[src/rtl/ddr_axi_arb_pkg.sv]
// Shared types and defaults for the two-master DDR AXI4 arbiter.
package ddr_axi_arb_pkg;
  localparam int DEF_ID_W   = 5;
  localparam int DEF_ADDR_W = 64;
  localparam int DEF_DATA_W = 64;
  localparam logic [63:0] DEF_M0_MASK = 64'hFFFF_FFFF_FFFF_FFFF;
  localparam logic [63:0] DEF_M1_MASK = 64'h0000_0000_FFFF_FFFF;

  typedef enum logic [1:0] {WR_IDLE, WR_ADDR, WR_DATA, WR_RESP} wr_state_t;
  typedef enum logic [1:0] {RD_IDLE, RD_ADDR, RD_DATA} rd_state_t;
endpackage

[src/rtl/rr_arb2.sv]
// Two-request round-robin picker; pointer remembers the last master served.
module rr_arb2 (
  input  logic       clk,
  input  logic       rst,
  input  logic [1:0] i_req,
  input  logic       i_upd,
  input  logic       i_upd_gnt,
  output logic       o_gnt
);
  logic r_last;

  // Reset to "master 1 served last" so master 0 wins the first tie.
  always_ff @(posedge clk) begin
    if (rst)        r_last <= 1'b1;
    else if (i_upd) r_last <= i_upd_gnt;
  end

  assign o_gnt = (i_req == 2'b11) ? ~r_last : i_req[1];
endmodule

[src/rtl/ddr_axi_arb.sv]
// Shares one DDR AXI4 slave between two masters; read and write arbitrated independently.
module ddr_axi_arb
  import ddr_axi_arb_pkg::*;
#(
  parameter int ID_W = DEF_ID_W,
  parameter int ADDR_W = DEF_ADDR_W,
  parameter int DATA_W = DEF_DATA_W,
  parameter logic [ADDR_W-1:0] M0_ADDR_MASK = DEF_M0_MASK,
  parameter logic [ADDR_W-1:0] M1_ADDR_MASK = DEF_M1_MASK
) (
  input  logic clk, rst,
  input  logic s0_awvalid, input logic [ID_W-1:0] s0_awid, input logic [ADDR_W-1:0] s0_awaddr,
  input  logic [7:0] s0_awlen, input logic [2:0] s0_awsize, input logic [1:0] s0_awburst, input logic s0_awlock,
  input  logic [3:0] s0_awcache, input logic [2:0] s0_awprot, input logic [3:0] s0_awqos, output logic s0_awready,
  input  logic s0_wvalid, input logic [DATA_W-1:0] s0_wdata, input logic [DATA_W/8-1:0] s0_wstrb,
  input  logic s0_wlast, output logic s0_wready,
  output logic s0_bvalid, output logic [ID_W-1:0] s0_bid, output logic [1:0] s0_bresp, input logic s0_bready,
  input  logic s0_arvalid, input logic [ID_W-1:0] s0_arid, input logic [ADDR_W-1:0] s0_araddr,
  input  logic [7:0] s0_arlen, input logic [2:0] s0_arsize, input logic [1:0] s0_arburst, input logic s0_arlock,
  input  logic [3:0] s0_arcache, input logic [2:0] s0_arprot, input logic [3:0] s0_arqos, output logic s0_arready,
  output logic s0_rvalid, output logic [ID_W-1:0] s0_rid, output logic [DATA_W-1:0] s0_rdata,
  output logic [1:0] s0_rresp, output logic s0_rlast, input logic s0_rready,
  input  logic s1_awvalid, input logic [ID_W-1:0] s1_awid, input logic [ADDR_W-1:0] s1_awaddr,
  input  logic [7:0] s1_awlen, input logic [2:0] s1_awsize, input logic [1:0] s1_awburst, input logic s1_awlock,
  input  logic [3:0] s1_awcache, input logic [2:0] s1_awprot, input logic [3:0] s1_awqos, output logic s1_awready,
  input  logic s1_wvalid, input logic [DATA_W-1:0] s1_wdata, input logic [DATA_W/8-1:0] s1_wstrb,
  input  logic s1_wlast, output logic s1_wready,
  output logic s1_bvalid, output logic [ID_W-1:0] s1_bid, output logic [1:0] s1_bresp, input logic s1_bready,
  input  logic s1_arvalid, input logic [ID_W-1:0] s1_arid, input logic [ADDR_W-1:0] s1_araddr,
  input  logic [7:0] s1_arlen, input logic [2:0] s1_arsize, input logic [1:0] s1_arburst, input logic s1_arlock,
  input  logic [3:0] s1_arcache, input logic [2:0] s1_arprot, input logic [3:0] s1_arqos, output logic s1_arready,
  output logic s1_rvalid, output logic [ID_W-1:0] s1_rid, output logic [DATA_W-1:0] s1_rdata,
  output logic [1:0] s1_rresp, output logic s1_rlast, input logic s1_rready,
  output logic m_awvalid, output logic [ID_W-1:0] m_awid, output logic [ADDR_W-1:0] m_awaddr,
  output logic [7:0] m_awlen, output logic [2:0] m_awsize, output logic [1:0] m_awburst, output logic m_awlock,
  output logic [3:0] m_awcache, output logic [2:0] m_awprot, output logic [3:0] m_awqos,
  output logic [3:0] m_awregion, input logic m_awready,
  output logic m_wvalid, output logic [DATA_W-1:0] m_wdata, output logic [DATA_W/8-1:0] m_wstrb,
  output logic m_wlast, input logic m_wready,
  input  logic m_bvalid, input logic [ID_W-1:0] m_bid, input logic [1:0] m_bresp, output logic m_bready,
  output logic m_arvalid, output logic [ID_W-1:0] m_arid, output logic [ADDR_W-1:0] m_araddr,
  output logic [7:0] m_arlen, output logic [2:0] m_arsize, output logic [1:0] m_arburst, output logic m_arlock,
  output logic [3:0] m_arcache, output logic [2:0] m_arprot, output logic [3:0] m_arqos,
  output logic [3:0] m_arregion, input logic m_arready,
  input  logic m_rvalid, input logic [ID_W-1:0] m_rid, input logic [DATA_W-1:0] m_rdata,
  input  logic [1:0] m_rresp, input logic m_rlast, output logic m_rready
);
  wr_state_t r_wst;
  rd_state_t r_rst;
  logic      r_wgnt, r_rgnt;
  logic      w_wpick, w_rpick, w_wdone, w_rdone;

  assign w_wdone = (r_wst == WR_RESP) && m_bvalid && m_bready;
  assign w_rdone = (r_rst == RD_DATA) && m_rvalid && m_rready && m_rlast;

  rr_arb2 u_wr_arb (.clk(clk), .rst(rst), .i_req({s1_awvalid, s0_awvalid}), .i_upd(w_wdone),
                    .i_upd_gnt(r_wgnt), .o_gnt(w_wpick));
  rr_arb2 u_rd_arb (.clk(clk), .rst(rst), .i_req({s1_arvalid, s0_arvalid}), .i_upd(w_rdone),
                    .i_upd_gnt(r_rgnt), .o_gnt(w_rpick));

  always_ff @(posedge clk) begin
    if (rst) begin
      r_wst <= WR_IDLE; r_wgnt <= 1'b0;
    end else begin
      case (r_wst)
        WR_IDLE: if (s0_awvalid || s1_awvalid) begin r_wgnt <= w_wpick; r_wst <= WR_ADDR; end
        WR_ADDR: if (m_awvalid && m_awready) r_wst <= WR_DATA;
        WR_DATA: if (m_wvalid && m_wready && m_wlast) r_wst <= WR_RESP;
        WR_RESP: if (w_wdone) r_wst <= WR_IDLE;
        default: r_wst <= WR_IDLE;
      endcase
    end
  end

  always_ff @(posedge clk) begin
    if (rst) begin
      r_rst <= RD_IDLE; r_rgnt <= 1'b0;
    end else begin
      case (r_rst)
        RD_IDLE: if (s0_arvalid || s1_arvalid) begin r_rgnt <= w_rpick; r_rst <= RD_ADDR; end
        RD_ADDR: if (m_arvalid && m_arready) r_rst <= RD_DATA;
        RD_DATA: if (w_rdone) r_rst <= RD_IDLE;
        default: r_rst <= RD_IDLE;
      endcase
    end
  end

  // Request muxes drive zero payload outside their phase so idle DDR-side buses stay quiet.
  always_comb begin
    {m_awvalid, m_awid, m_awaddr, m_awlen, m_awsize, m_awburst} = '0;
    {m_awlock, m_awcache, m_awprot, m_awqos} = '0;
    if (r_wst == WR_ADDR) begin
      if (r_wgnt) begin
        {m_awvalid, m_awid, m_awaddr} = {s1_awvalid, s1_awid, s1_awaddr & M1_ADDR_MASK};
        {m_awlen, m_awsize, m_awburst} = {s1_awlen, s1_awsize, s1_awburst};
        {m_awlock, m_awcache, m_awprot, m_awqos} = {s1_awlock, s1_awcache, s1_awprot, s1_awqos};
      end else begin
        {m_awvalid, m_awid, m_awaddr} = {s0_awvalid, s0_awid, s0_awaddr & M0_ADDR_MASK};
        {m_awlen, m_awsize, m_awburst} = {s0_awlen, s0_awsize, s0_awburst};
        {m_awlock, m_awcache, m_awprot, m_awqos} = {s0_awlock, s0_awcache, s0_awprot, s0_awqos};
      end
    end
  end

  always_comb begin
    {m_wvalid, m_wdata, m_wstrb, m_wlast} = '0;
    if (r_wst == WR_DATA) begin
      if (r_wgnt) {m_wvalid, m_wdata, m_wstrb, m_wlast} = {s1_wvalid, s1_wdata, s1_wstrb, s1_wlast};
      else        {m_wvalid, m_wdata, m_wstrb, m_wlast} = {s0_wvalid, s0_wdata, s0_wstrb, s0_wlast};
    end
  end

  always_comb begin
    {m_arvalid, m_arid, m_araddr, m_arlen, m_arsize, m_arburst} = '0;
    {m_arlock, m_arcache, m_arprot, m_arqos} = '0;
    if (r_rst == RD_ADDR) begin
      if (r_rgnt) begin
        {m_arvalid, m_arid, m_araddr} = {s1_arvalid, s1_arid, s1_araddr & M1_ADDR_MASK};
        {m_arlen, m_arsize, m_arburst} = {s1_arlen, s1_arsize, s1_arburst};
        {m_arlock, m_arcache, m_arprot, m_arqos} = {s1_arlock, s1_arcache, s1_arprot, s1_arqos};
      end else begin
        {m_arvalid, m_arid, m_araddr} = {s0_arvalid, s0_arid, s0_araddr & M0_ADDR_MASK};
        {m_arlen, m_arsize, m_arburst} = {s0_arlen, s0_arsize, s0_arburst};
        {m_arlock, m_arcache, m_arprot, m_arqos} = {s0_arlock, s0_arcache, s0_arprot, s0_arqos};
      end
    end
  end

  assign m_awregion = 4'd0;
  assign m_arregion = 4'd0;

  assign s0_awready = (r_wst == WR_ADDR) && !r_wgnt && m_awready;
  assign s1_awready = (r_wst == WR_ADDR) &&  r_wgnt && m_awready;
  assign s0_wready  = (r_wst == WR_DATA) && !r_wgnt && m_wready;
  assign s1_wready  = (r_wst == WR_DATA) &&  r_wgnt && m_wready;
  assign s0_bvalid  = (r_wst == WR_RESP) && !r_wgnt && m_bvalid;
  assign s1_bvalid  = (r_wst == WR_RESP) &&  r_wgnt && m_bvalid;
  assign m_bready   = (r_wst == WR_RESP) && (r_wgnt ? s1_bready : s0_bready);
  assign {s0_bid, s0_bresp} = {m_bid, m_bresp};
  assign {s1_bid, s1_bresp} = {m_bid, m_bresp};

  assign s0_arready = (r_rst == RD_ADDR) && !r_rgnt && m_arready;
  assign s1_arready = (r_rst == RD_ADDR) &&  r_rgnt && m_arready;
  assign s0_rvalid  = (r_rst == RD_DATA) && !r_rgnt && m_rvalid;
  assign s1_rvalid  = (r_rst == RD_DATA) &&  r_rgnt && m_rvalid;
  assign m_rready   = (r_rst == RD_DATA) && (r_rgnt ? s1_rready : s0_rready);
  assign {s0_rid, s0_rdata, s0_rresp, s0_rlast} = {m_rid, m_rdata, m_rresp, m_rlast};
  assign {s1_rid, s1_rdata, s1_rresp, s1_rlast} = {m_rid, m_rdata, m_rresp, m_rlast};
endmodule

[config.mk]
export PLATFORM = sky130hd
export DESIGN_NAME = ddr_axi_arb
export DESIGN_NICKNAME = d
export VERILOG_FILES = /design/src/rtl/ddr_axi_arb_pkg.sv /design/src/rtl/rr_arb2.sv /design/src/rtl/ddr_axi_arb.sv
export SDC_FILE = /design/constraint.sdc
export NUM_CORES = 1
export LEC_CHECK = 0
export BUFFER_PORTS_ARGS = -buffer_cell sky130_fd_sc_hd__buf_4
export CORE_AREA = 2 2 416 418
export CTS_BUF_LIST = sky130_fd_sc_hd__clkbuf_8
export DETAILED_ROUTE_END_ITERATION = 10
export DIE_AREA = 0 0 418 420
export GPL_ROUTABILITY_DRIVEN = 0
export GPL_TIMING_DRIVEN = 0
export PLACE_DENSITY = 0.3
export SYNTH_ARGS = -nofsm -noshare
export SYNTH_HDL_FRONTEND = slang
export SYNTH_HIERARCHICAL = 1
export SYNTH_SLANG_ARGS = --single-unit
export TNS_END_PERCENT = 100
[constraint.sdc]
create_clock -name clk -period 1.53 [get_ports clk]
set_input_delay 0.0765 -clock clk [delete_from_list [all_inputs] [get_ports clk]]
set_output_delay 0.0765 -clock clk [all_outputs]
set_load 0.02 [all_outputs]
# Yosys cells after proc, flatten, opt, wreduce, memory -nomap -nowiden
# Cells that the tools add are included.
[word_totals] regBits=8 input_bits=618 out_inout_bits=442 elab_cells=124
[op_classes] eq_ne=14 mux=61 n_bitwise=2 reduce_logical=41
[op_table] op="two-way mux 64 bit" n=6
[op_table] op="two-way mux 8 bit" n=6
[op_table] op="two-way mux 4 bit" n=8
[op_table] op="logical AND 1 bit" n=31
[op_table] op="two-way mux 3 bit" n=8
[op_table] op="two-way mux 2 bit" n=11
[op_table] op="two-way mux 5 bit" n=4
[op_table] op="two-way mux 1 bit" n=16
[op_table] op="== test 2 bit, second input constant" n=5
[op_table] op="inequality test 2 bit, second input constant" n=5
[op_table] op="case mux 2 bit (4 select lines)" n=1
[op_table] op="case mux 2 bit (3 select lines)" n=1
[op_table] op="== test 2 x 1 -> 1 bit, second input constant" n=2
[op_table] op="zero test 2 bit" n=2
[op_table] op="inequality test 2 x 1 -> 1 bit, second input constant" n=2
[op_table] op="AND reduction 2 bit" n=2
[op_table] op="AND reduction 4 bit" n=1
[op_table] op="AND reduction 3 bit" n=1
[op_table] op="zero test 1 bit" n=2
[op_table] op="logical OR 1 bit" n=2
[op_table] op="inverter 1 bit" n=2

# Depth between registers and ports, before layout
# Gate-level depths: netlist of run 1.
[logic_depth] depth_word=6 depth_mapped=6 mapped_depth_nobuf=5

# Cells and area by module
# Netlist of run 1, hierarchy kept.
[by_module_without_submodules] module="ddr_axi_arb" instances=1 cells_per_inst=683 area_per_inst_um2=5158.7 seq_area_each_um2=120.1
[by_module_without_submodules] module="rr_arb2" instances=2 cells_per_inst=4 area_per_inst_um2=42.5 seq_area_each_um2=20.0

# Worst setup path after synthesis of run 1
# OpenSTA, ideal clock, no wires.
[synth_timing] path_type="reg-to-output" from="register r_rgnt" to="output m_araddr[0]" arrival_ns=1.450 required_time_ns=1.453 slack_ns=0.003 stages_incl_launch_ff=6 n_path_buf=3 cell_sequence="dfxtp_1 -> buf_2 -> and3b_1 -> clkbuf_1 -> buf_1 -> a22o_1"
[synth_via] elab_chain_cells=2
[synth_rtl] item="start, declared" line="ddr_axi_arb.sv:50" rtl="logic r_wgnt, r_rgnt;"
[synth_rtl] item="start signal, assigned" line="ddr_axi_arb.sv:77" rtl="r_rst <= RD_IDLE; r_rgnt <= 1'b0;"
[synth_rtl] item="start signal, assigned" line="ddr_axi_arb.sv:80" rtl="RD_IDLE: if (s0_arvalid || s1_arvalid) begin r_rgnt <= w_rpick; r_rst <= RD_ADDR; end"
[synth_rtl] item="two-way mux 64 bit" line="ddr_axi_arb.sv:117" rtl="if (r_rgnt) begin"
[synth_rtl] item="two-way mux 64 bit" line="ddr_axi_arb.sv:116" rtl="if (r_rst == RD_ADDR) begin"
[synth_rtl] item="end, declared" line="ddr_axi_arb.sv:41" rtl="output logic m_arvalid, output logic [ID_W-1:0] m_arid, output logic [ADDR_W-1:0] m_araddr,"
# No other way between the ends.

# Worst setup path in the final report of run 1
[layout_timing] from="register r_wgnt" to="output m_awaddr[7]"
[layout_via] elab_chain_cells=2
[layout_rtl] item="start, declared" line="ddr_axi_arb.sv:50"
[layout_rtl] item="start signal, assigned" line="ddr_axi_arb.sv:63" rtl="r_wst <= WR_IDLE; r_wgnt <= 1'b0;"
[layout_rtl] item="start signal, assigned" line="ddr_axi_arb.sv:66" rtl="WR_IDLE: if (s0_awvalid || s1_awvalid) begin r_wgnt <= w_wpick; r_wst <= WR_ADDR; end"
[layout_rtl] item="two-way mux 64 bit" line="ddr_axi_arb.sv:93" rtl="if (r_wgnt) begin"
[layout_rtl] item="two-way mux 64 bit" line="ddr_axi_arb.sv:92" rtl="if (r_wst == WR_ADDR) begin"
[layout_rtl] item="end, declared" line="ddr_axi_arb.sv:34" rtl="output logic m_awvalid, output logic [ID_W-1:0] m_awid, output logic [ADDR_W-1:0] m_awaddr,"
# No other way between the ends.

==> results_dict.tcl, run 1 <==
set metrics [dict create \
    hold_viol_final 0 \
    r2r_slack_ns -0.30 \
    synth.largest_area_cell "mux2i_1" \
    worstPathRequired_ns 1.45 \
    powerDensity_nw_per_um2 761 \
    clkTransAtPathRegs_ns 0.04 \
    hp-class "primary input to flop" \
    grt_max_degree 12 \
    yosys.area_share.simple_pct 28.2 \
    endpoint_kind "output pin" \
    dieHeight_um 420 \
    synth-seq-area-share_pct 3.05 \
    r2r_cells 5 \
    wirelength_um 95300 \
    die-area_um2 176000 \
    fin_tns_setup_ns -48.93 \
    violations "setup timing" \
    syn_avg_cell_area_um2 7.59 \
    rsz0062_at_grt "yes" \
    min_period_ns 1.88 \
    synth-xor-area-share_pct 0 \
    utilization_pct 10.4 \
    fin_ws_ns -0.349 \
    synthTopCellsByArea "mux2i_1 (27%), buf_4 (24%), nor2b_1 (17%)" \
    via_count 9071 \
    dpl.hpwl_um 86200 \
    synth-adder-area-share_pct 0.954 \
    status "finished with violations" \
    fillers 19827 \
    cts_tree "built" \
    clk_latency_ns 0.23 \
    ys_seq_elements 8 \
    critPathMaxFanout 11 \
    port_buffers 909 \
    yosysWarningCount 6 \
    fp.dieW_um 418 \
    ioPinCount 1060 \
    post-route-period-util_pct 123 \
    swShare_pct 49.8 \
    placed_area_um2 14900 \
    setup-violations-final 273 \
    drtPass1Iterations 4 \
    placementRows 152 \
    crit_path_end "m_awaddr[7]" \
    clock_skew_ns 0.000184 \
    htree_levels 1 \
    place_ws_ns -1.72 \
    postLayoutCellArea_um2 17800 \
    startpoint "r_wgnt$_SDFFE_PP0P_" \
    synth_top_area_share_pct 27.3 \
    drive_gt1_share_pct 79.1 \
    drv_cap 0 \
    synth_area_um2 5240 \
    cts_root_buf "clkbuf_8" \
    initial_utilization_pct 3.07 \
    area_growth_pct 239 \
    clock_path_buffers 2 \
    p_sw_mw 6.74 \
    grt_pass1_vias 8805 \
    fin_nets 2295 \
    slew_viol_final 0 \
    multi_input_area_um2 4390 \
    placeableCoreArea_um2 171000 \
    p_clk_share_pct 1.9 \
    cp.arrival_ns 1.80 \
    remaining_drc_errors 0 \
    pwr-share-comb_pct 95.7 \
    grt.overflow.total 0 \
    first_iter_violations 316 \
    register_area_um2 180 \
    synth_cells 691 \
    synthMuxAreaShare_pct 27.3 \
    cts.sinks 8 \
    ir_worst_vdd_mv 0.282 \
    fmax_ghz 0.532 \
    synth.distinct_cells 30 \
    numCtsBuffers 3 \
    pwr-share-seq_pct 2.4 \
    worstReg2RegEnd "r_wst[0]$_SDFFE_PP0P_" \
    r2r_start "r_wgnt$_SDFFE_PP0P_" \
    ant_nets 0 \
    p_int_mw 6.80 \
    grt_pass1_wl_um 110000 \
    antenna_found_initial 88 \
    leakagePower_nw 7.83 \
    wl_per_cell_um 24.3 \
    synth-compound-area-share_pct 12.4 \
    path_class "flop to output pin" \
    start_kind "flop" \
    synth_top_family_by_area "simple AND/OR/NAND/NOR gates" \
    power.total_mw 13.5 \
    grt_util_all_layers_pct 9.99 \
    avgViaCountPerCell 2.31 \
]
[worst max-delay path: stages (launching register included)]
cell and delay (ns):
dfxtp_4 0.38, buf_12 0.15, buf_16 0.19, buf_16 0.19
mux2i_4 0.36, nor2b_1 0.09, buf_4 0.17
[final cells by class]
class                      instances  share of cell area [%]
tap                             2233                    15.7
multi-input combinational        470                    24.7
buffer                           217                    12.3
timing repair buffer             971                    45.8
sequential                         8                    1.01
inverter                           2                  0.0563
antenna                           19                   0.267
clock buffer                       3                   0.232
[repair_timing]
item,CTS,global route
cloned,15,5
buffers inserted,22,22
gates resized for setup,376,153
pin swaps,54,45
hold buffers,0,0
setup endpoints to repair,279,279
[stage by stage]
step,hold slack (ns),std cells
after floorplan,0.143,698
after global placement,0.351,3840
after detailed placement,0.350,3840
after CTS,0.115,3879
after global routing,0.112,3908
final,0.103,3923
[cell usage after synthesis]
| master | instances |
|---|---|
| nand3b_1 | 1 |
| and3_1 | 4 |
| a22oi_1 | 2 |
| o32ai_1 | 1 |
| nand4_1 | 1 |
| buf_1 | 3 |
| a211o_1 | 2 |
| a21boi_0 | 2 |
| inv_1 | 2 |
| nand4b_1 | 1 |
| and2_1 | 67 |
| buf_4 | 166 |
| and3b_1 | 1 |
| clkbuf_1 | 30 |
| buf_2 | 19 |
| nor3_1 | 2 |
| nand2b_1 | 5 |
| nor2_1 | 12 |
| a221oi_2 | 1 |
| a32o_1 | 1 |
| a22o_1 | 63 |
| nor3b_2 | 1 |
| nand2_1 | 4 |
| o21ai_0 | 1 |
| dfxtp_1 | 8 |
| a221o_1 | 1 |
| ha_1 | 4 |
| conb_1 | 1 |
| mux2i_1 | 143 |
| nor2b_1 | 142 |
[worst min path at each step]
stage	startpoint	end	slack, ns	depth (start not counted)
2_1_floorplan	rst	r_wst[0]$_SDFFE_PP0P_	0.14	1
3_3_place_gp	m_rdata[18]	s0_rdata[18]	0.35	2
3_5_place_dp	m_rdata[23]	s1_rdata[23]	0.35	2
4_1_cts	rst	r_rst[1]$_SDFFE_PP0P_	0.11	2
5_1_grt	rst	r_wst[0]$_SDFFE_PP0P_	0.11	2
6_report	rst	r_wst[0]$_SDFFE_PP0P_	0.10	2
[power by group through the flow]
stage	sequential [mW]	combinational, mW	clock [mW]
5_1_grt	0.326	13.6	0.285
3_5_place_dp	0.285	10.5	0
3_3_place_gp	0.284	10.6	0
2_1_floorplan	0.275	4.81	0
6_report	0.321	13.0	0.256
4_1_cts	0.309	12.4	0.274
[state kept, by name (all words and copies together) (netlist names)]
| name | count |
|---|---|
| r_rgnt | 1 |
| r_rst | 2 |
| r_wst | 2 |
| u_rd_arb/r_last | 1 |
| r_wgnt | 1 |
| u_wr_arb/r_last | 1 |
[cell usage in the layout (no fill, tap or decap), types with 2 or more instances in the layout]
| master | n |
|---|---|
| a211o_1 | 2 |
| a21boi_0 | 2 |
| a22o_1 | 52 |
| a22o_4 | 11 |
| a22oi_1 | 2 |
| and2_1 | 22 |
| and2_4 | 45 |
| and3_1 | 4 |
| buf_12 | 18 |
| buf_16 | 10 |
| buf_4 | 975 |
| buf_6 | 137 |
| buf_8 | 18 |
| clkbuf_16 | 16 |
| clkbuf_4 | 5 |
| clkbuf_8 | 9 |
| conb_1 | 8 |
| dfxtp_1 | 2 |
| dfxtp_4 | 5 |
| diode_2 | 19 |
| ha_1 | 2 |
| ha_4 | 2 |
| mux2i_1 | 102 |
| mux2i_2 | 11 |
| mux2i_4 | 30 |
| nand2_1 | 3 |
| nand2b_1 | 5 |
| nor2_1 | 10 |
| nor2b_1 | 124 |
| nor2b_2 | 12 |
| nor2b_4 | 6 |
| nor3_1 | 2 |
[kinds of logic after synthesis]
group                    count (synthesis)
other                                    1
multiplexers                           143
AND/OR/NAND/NOR                        241
buffers and inverters                  220
flip-flops                               8
AO/OA/AOI/OAI                           74
adder cells (fa/ha/maj)                  4
[metal layers]
layer,GRT usage [%],up-vias,part of all wire [%]
li1,-,4163,-
met1,10.7,4169,36
met2,18.3,507,52
met3,4.74,152,11
met4,0.820,80,0.93
met5,0,-,0.55
(Power assumes the default switching activity.)
==> run 2: changes to the inputs <==
--- a/config.mk
+++ b/config.mk
@@ -5,11 +5,12 @@
 export SDC_FILE = /design/constraint.sdc
 export NUM_CORES = 1
 export LEC_CHECK = 0
+export ABC_AREA = 1
 export BUFFER_PORTS_ARGS = -buffer_cell sky130_fd_sc_hd__buf_4
-export CORE_AREA = 2 2 416 418
+export CORE_AREA = 2 2 415 417
 export CTS_BUF_LIST = sky130_fd_sc_hd__clkbuf_8
 export DETAILED_ROUTE_END_ITERATION = 10
-export DIE_AREA = 0 0 418 420
+export DIE_AREA = 0 0 417 419
 export GPL_ROUTABILITY_DRIVEN = 0
 export GPL_TIMING_DRIVEN = 0
 export PLACE_DENSITY = 0.3
==> run 2 against run 1 <==
- the flow still finishes with violations (setup timing)
- setup slack gained 0.072 ns
- via count up 24%
- non-clock buffer count grew 61
- largest cell class unchanged
==> results_dict.tcl, run 2 <==
set metrics [dict create \
    placementRows 152 \
    via_count 11282 \
    status "finished with violations" \
    layout_commonest_cell "buf_4" \
    power.total_mw 23.1 \
    fmax_ghz 0.553 \
    holdPathStages 2 \
    worstPathRequired_ns 1.45 \
    synth-seq-area-share_pct 3.07 \
    mostFrequentLayoutCells "buf_4 (887), nand2_1 (296), buf_6 (230)" \
    synth.distinct_cells 25 \
    fin_tns_setup_ns -35.21 \
    clock_path_buffers 2 \
    dieHeight_um 419 \
    pwr-share-seq_pct 1.5 \
    remaining_drc_errors 0 \
    worstReg2RegEnd "r_wst[1]$_SDFFE_PP0P_" \
    synth-edff-count 0 \
    grt_max_degree 11 \
    cts_root_buf "clkbuf_8" \
    ys_top_cells_by_count "nand2_1 (450), a21oi_1 (205), buf_4 (176), nor2_1 (74), inv_1 (57)" \
    fillers 19698 \
    antenna_found_initial 46 \
    cp.arrival_ns 1.73 \
    min_period_ns 1.81 \
    yosysMostFrequentCell "nand2_1" \
    numCtsBuffers 3 \
    wl_per_cell_um 24.6 \
    start_kind "flop" \
    ant_nets 0 \
    hold_buffers 0 \
    swShare_pct 53.6 \
    ir_worst_vdd_mv 0.476 \
    grt_util_all_layers_pct 10.9 \
    syn_avg_cell_area_um2 4.88 \
    p_int_mw 10.7 \
    htree_levels 1 \
    finalHoldWorstSlack_ns 0.0536 \
    endpoint_kind "output pin" \
    p_sw_mw 12.4 \
    reg_top3 "r_rst: 2 flops, r_wst: 2 flops" \
    pwr-share-comb_pct 97.3 \
    leakagePower_nw 9.64 \
    first_iter_violations 394 \
    path_class "flop to output pin" \
    synth_area_um2 5230 \
    initial_utilization_pct 3.06 \
    drv_cap 0 \
    synth_cells 1070 \
    synthFlopType "dfxtp_1" \
    post-route-period-util_pct 118 \
    hp-class "primary input to flop" \
    clk_latency_ns 0.23 \
    grt_pass1_wl_um 122000 \
    drive_gt1_share_pct 80.5 \
    r2r_start "r_wgnt$_SDFFE_PP0P_" \
    clock_skew_ns 0.000374 \
    fin_nets 2711 \
    avgViaCountPerCell 2.61 \
    ioPinCount 1060 \
    min_from "rst" \
    r2r_slack_ns -0.02 \
    fp.dieW_um 417 \
    synthTopCellsByArea "nand2_1 (32%), buf_4 (25%), a21oi_1 (20%)" \
    yosysWarningCount 6 \
    cts_tree "built" \
    grt_pass1_vias 10725 \
    synth.largest_area_cell "nand2_1" \
    grt.overflow.total 0 \
    wirelength_um 106000 \
    hold_viol_final 0 \
    postLayoutCellArea_um2 21500 \
    r2r_cells 12 \
    slew_viol_final 0 \
    area_growth_pct 311 \
    powerDensity_nw_per_um2 1070 \
    dpl.hpwl_um 90200 \
    die-area_um2 175000 \
    hold_path_end "r_rst[0]$_SDFFE_PP0P_" \
    fin_ws_ns -0.278 \
    p_clk_share_pct 1.1 \
    clkTransAtPathRegs_ns 0.04 \
    ys_seq_elements 8 \
    async_flop_share_pct 0 \
    port_buffers 909 \
    utilization_pct 12.6 \
    setup-violations-final 268 \
    cts.sinks 8 \
    rsz0062_at_grt "yes" \
    placeableCoreArea_um2 171000 \
    violations "setup timing" \
    critPathMaxFanout 9 \
    placed_area_um2 14900 \
    drtPass1Iterations 4 \
    synth_top_area_share_pct 32.3 \
]
[run 2: cell types whose count changed after synthesis, sizes merged, moves of 11 or more]
cell	delta
a21oi	+205
a22o	-63
and2	-67
buf	+36
clkbuf	-12
inv	+56
mux2i	-143
nand2	+447
nand3	+11
nor2	+64
nor2b	-142
[run 2: how the worst max path moves through the flow]
| stage | startpoint | to | slack (ns) | depth (start not counted) |
|---|---|---|---|---|
| final | r_rst[0]$_SDFFE_PP0P_ | m_arcache[1] | -0.28 | 8 |
| after global routing | r_wst[1]$_SDFFE_PP0P_ | m_awqos[2] | -0.32 | 8 |
| after CTS | r_rst[0]$_SDFFE_PP0P_ | m_araddr[18] | -0.29 | 8 |
| after detailed placement | r_wst[0]$_SDFFE_PP0P_ | m_wdata[60] | -1.58 | 7 |
| after global placement | r_wst[0]$_SDFFE_PP0P_ | m_wdata[60] | -1.59 | 7 |
| after floorplan | r_wst[0]$_SDFFE_PP0P_ | m_wdata[13] | 0.05 | 6 |
[run 2: final cells by class]
type,count,area [um2],share of cell area (%)
clock buffers,3,41.3,0.192
well taps,2233,2790,13.0
plain buffers,242,2690,12.5
diodes,5,12.5,0.0582
inverters,59,280,1.30
multi-input cells,768,6120,28.5
flip-flops and latches,8,174,0.809
repair buffers,1007,9380,43.6
[run 2: worst max-delay path, stage by stage (launching register included)]
cell and delay (ns):
dfxtp_2 0.33, inv_2 0.05, nor2_4 0.14, clkinvlp_4 0.12, buf_12 0.16, buf_4 0.16, clkbuf_16 0.16, a21oi_4 0.20
buf_6 0.16
[run 2: stage by stage]
step / cells / setup slack, ns
floorplan: 1077 / 0.0476
global placement: 4219 / -1.59
detailed placement: 4219 / -1.58
CTS: 4278 / -0.287
global route: 4324 / -0.316
finish: 4325 / -0.278
[run 2: power groups by stage]
stage               sequential, mW  clock [mW]  combinational [mW]
floorplan                    0.286           0                5.70
global placement             0.302           0                12.7
global route                 0.359       0.297                23.5
CTS                          0.322       0.282                17.9
finish                       0.354       0.260                22.5
detailed placement           0.302           0                12.7
[run 2: repair_timing]
item / 4_1_cts / 5_1_grt
hold endpoints to repair: 0 / 0
endpoints found under the setup margin: 274 / 274
buffers inserted: 33 / 16
pin swaps: 12 / 69
gates resized for setup: 659 / 577
cloned: 23 / 30
[run 2: kinds of logic after synthesis]
group / count (synthesis) / share of synthesized area, %
buffers and inverters: 301 / 35.5
adders and majority gates: 4 / 0.958
and+or+nand+nor: 544 / 39.7
AOI/OAI and AO/OA: 212 / 20.7
other: 1 / 0.0718
DFF: 8 / 3.07
[run 2: per-layer routing]
| layer | track usage (%) | wire length, um | vias to the layer above |
|---|---|---|---|
| met5 | 0 | 319 | - |
| met4 | 1.79 | 1990 | 48 |
| met3 | 4.24 | 9450 | 88 |
| met2 | 21.0 | 57400 | 515 |
| met1 | 11.2 | 37200 | 5419 |
| li1 | - | - | 5212 |
==> run 3: changes to the inputs <==
--- a/config.mk
+++ b/config.mk
@@ -7,7 +7,7 @@
 export LEC_CHECK = 0
 export ABC_AREA = 1
 export BUFFER_PORTS_ARGS = -buffer_cell sky130_fd_sc_hd__buf_4
-export CORE_AREA = 2 2 415 417
+export CORE_AREA = 8 8 409 411
 export CTS_BUF_LIST = sky130_fd_sc_hd__clkbuf_8
 export DETAILED_ROUTE_END_ITERATION = 10
 export DIE_AREA = 0 0 417 419
==> run 3 against run 2 <==
- the flow still finishes with violations (setup timing)
- flip-flop and latch count unchanged
- clock power about the same
- sequential power about the same
- via count decreased by 1.5%
- combinational power decreased by 16%
- critical path depth unchanged
- non-clock buffer count decreased by 40
- wire length increased by 4.2%
- first-iteration DRC count increased by 52%
- fmax increased by 0.48%
- register-to-register slack improved by 0.05 ns
- clock skew about the same
==> results_dict.tcl, run 3 (same netlist as run 2, synthesis figures left out) <==
set metrics [dict create \
    status "finished with violations" \
    violations "setup timing" \
    critPathMostFrequentCell "buf_6" \
    p_clk_share_pct 1.3 \
    htree_levels 1 \
    die-area_um2 175000 \
    numCtsBuffers 3 \
    placed_area_um2 14800 \
    fp.dieW_um 417 \
    grt_pass1_vias 11089 \
    worstPathRequired_ns 1.45 \
    fin_cells 4230 \
    fmax_ghz 0.556 \
    fin_ws_ns -0.269 \
    reg_top3 "r_rst: 2 flops, r_wst: 2 flops" \
    hold_buffers 0 \
    pwr-share-seq_pct 1.8 \
    power.total_mw 19.6 \
    rsz0062_at_grt "yes" \
    leakagePower_nw 8.82 \
    hp-class "primary input to flop" \
    p_int_mw 8.50 \
    port_buffers 909 \
    grt.overflow.total 0 \
    initial_utilization_pct 3.24 \
    avgViaCountPerCell 2.63 \
    start_kind "flop" \
    fin_tns_setup_ns -39.89 \
    post-route-period-util_pct 118 \
    ir_worst_vdd_mv 0.360 \
    slowest_stage "dfxtp_2" \
    placementRows 148 \
    cts_tree "built" \
    clkTransAtPathRegs_ns 0.05 \
    wl_per_cell_um 26.2 \
    min_period_ns 1.80 \
    setup-violations-final 269 \
    fin_nets 2671 \
    layout_commonest_cell "buf_4" \
    antenna_found_initial 41 \
    postLayoutCellArea_um2 18900 \
    powerDensity_nw_per_um2 1040 \
    grt_max_degree 12 \
    clk_latency_ns 0.23 \
    wirelength_um 111000 \
    cts.sinks 8 \
    place_inst 4161 \
    utilization_pct 11.7 \
    grt_util_all_layers_pct 11.3 \
    grt_pass1_wl_um 130000 \
    dpl.hpwl_um 96800 \
    clock_skew_ns 0.000442 \
    critPathMaxFanout 5 \
    cp.arrival_ns 1.72 \
    p_sw_mw 11.1 \
    remaining_drc_errors 0 \
    cts_root_buf "clkbuf_8" \
    pwr-share-comb_pct 96.9 \
    via_count 11118 \
    clock_path_buffers 2 \
    ant_nets 0 \
    drive_gt1_share_pct 72.9 \
    hold_viol_final 0 \
    placeableCoreArea_um2 161000 \
    drtPass1Iterations 5 \
    area_growth_pct 262 \
    dieHeight_um 419 \
    worstPathCellList "inv_2 > nor2_4 > clkinvlp_4 > buf_12 > buf_6 > clkbuf_16 > a21oi_4 > buf_6" \
    mostFrequentLayoutCells "buf_4 (974), nand2_1 (341), buf_6 (128)" \
    slew_viol_final 0 \
    endpoint_kind "output pin" \
    path_class "flop to output pin" \
    drv_cap 0 \
    ioPinCount 1060 \
    first_iter_violations 599 \
    swShare_pct 56.6 \
    max_stage_delay_ns 0.34 \
]
-- run 3: cell count changes in the layout (fill, tap and decap cells not counted), moves of 22 or more --
cell	before	now
nor2_1	12	51
clkbuf_16	46	21
a21oi_2	94	72
buf_6	230	128
a21oi_4	91	50
buf_4	887	974
nand2_4	85	44
a21oi_1	20	83
nand2_1	296	341
nor2_4	54	24
-- run 3: critical path, delay by kind of cell, from the launching register on --
kind	cells	cell delay [ns]
buffers and inverters	6	0.80
flip-flops	1	0.34
AND/OR/NAND/NOR	1	0.17
AO/OA/AOI/OAI	1	0.16
-- run 3: routing by layer --
layer	GRT usage [%]	up-vias	wire length, um
met1	12.1	5363	40200
li1	-	5139	-
met4	0.587	20	997
met3	4.20	74	9330
met5	0	-	133
met2	22.1	522	60200
-- run 3: cell type report --
cell class,count,area (um2)
Fill cell,18848,142000
Sequential cell,8,174
Timing Repair Buffer,969,8380
Clock buffer,3,41.3
Buffer,240,2440
Antenna cell,8,20.0
Inverter,59,274
Tap cell,2175,2720
Multi-Input combinational cell,768,4850
-- run 3: power groups by stage --
stage                     logic, mW  clock network (mW)  registers, mW
after floorplan                5.70                   0          0.286
after CTS                      17.1               0.275          0.327
after global placement         13.2                   0          0.298
after detailed placement       13.2                   0          0.298
final                          19.0               0.260          0.352
after global routing           20.0               0.284          0.359
-- run 3: final timing paths --
| check | start | end | slack, ns | cells past startpoint |
|---|---|---|---|---|
| min reg2reg | u_wr_arb/r_last$_SDFFE_PP1P_ | u_wr_arb/r_last$_SDFFE_PP1P_ | 0.49 | 2 |
| min | rst | r_rst[0]$_SDFFE_PP0P_ | 0.06 | 2 |
| max reg2reg | r_rst[0]$_SDFFE_PP0P_ | r_rst[0]$_SDFFE_PP0P_ | 0.03 | 9 |
| max | r_rst[0]$_SDFFE_PP0P_ | m_arcache[3] | -0.27 | 8 |
-- run 3: per-stage QoR --
| stage | hold WS (ns) | setup slack (ns) |
|---|---|---|
| finish | 0.0610 | -0.269 |
| floorplan | 0.146 | 0.0476 |
| global placement | 0.318 | -1.50 |
| global route | 0.0729 | -0.312 |
| detailed placement | 0.322 | -1.50 |
| CTS | 0.0618 | -0.299 |
-- run 3: timing repair --
item                                    in CTS  in global routing
cloned                                      11                 17
gates resized for setup                    489                309
endpoints found under the setup margin     277                278
pin swaps                                   35                 34
setup buffers                               20                 13
endpoints found under the hold margin        0                  0
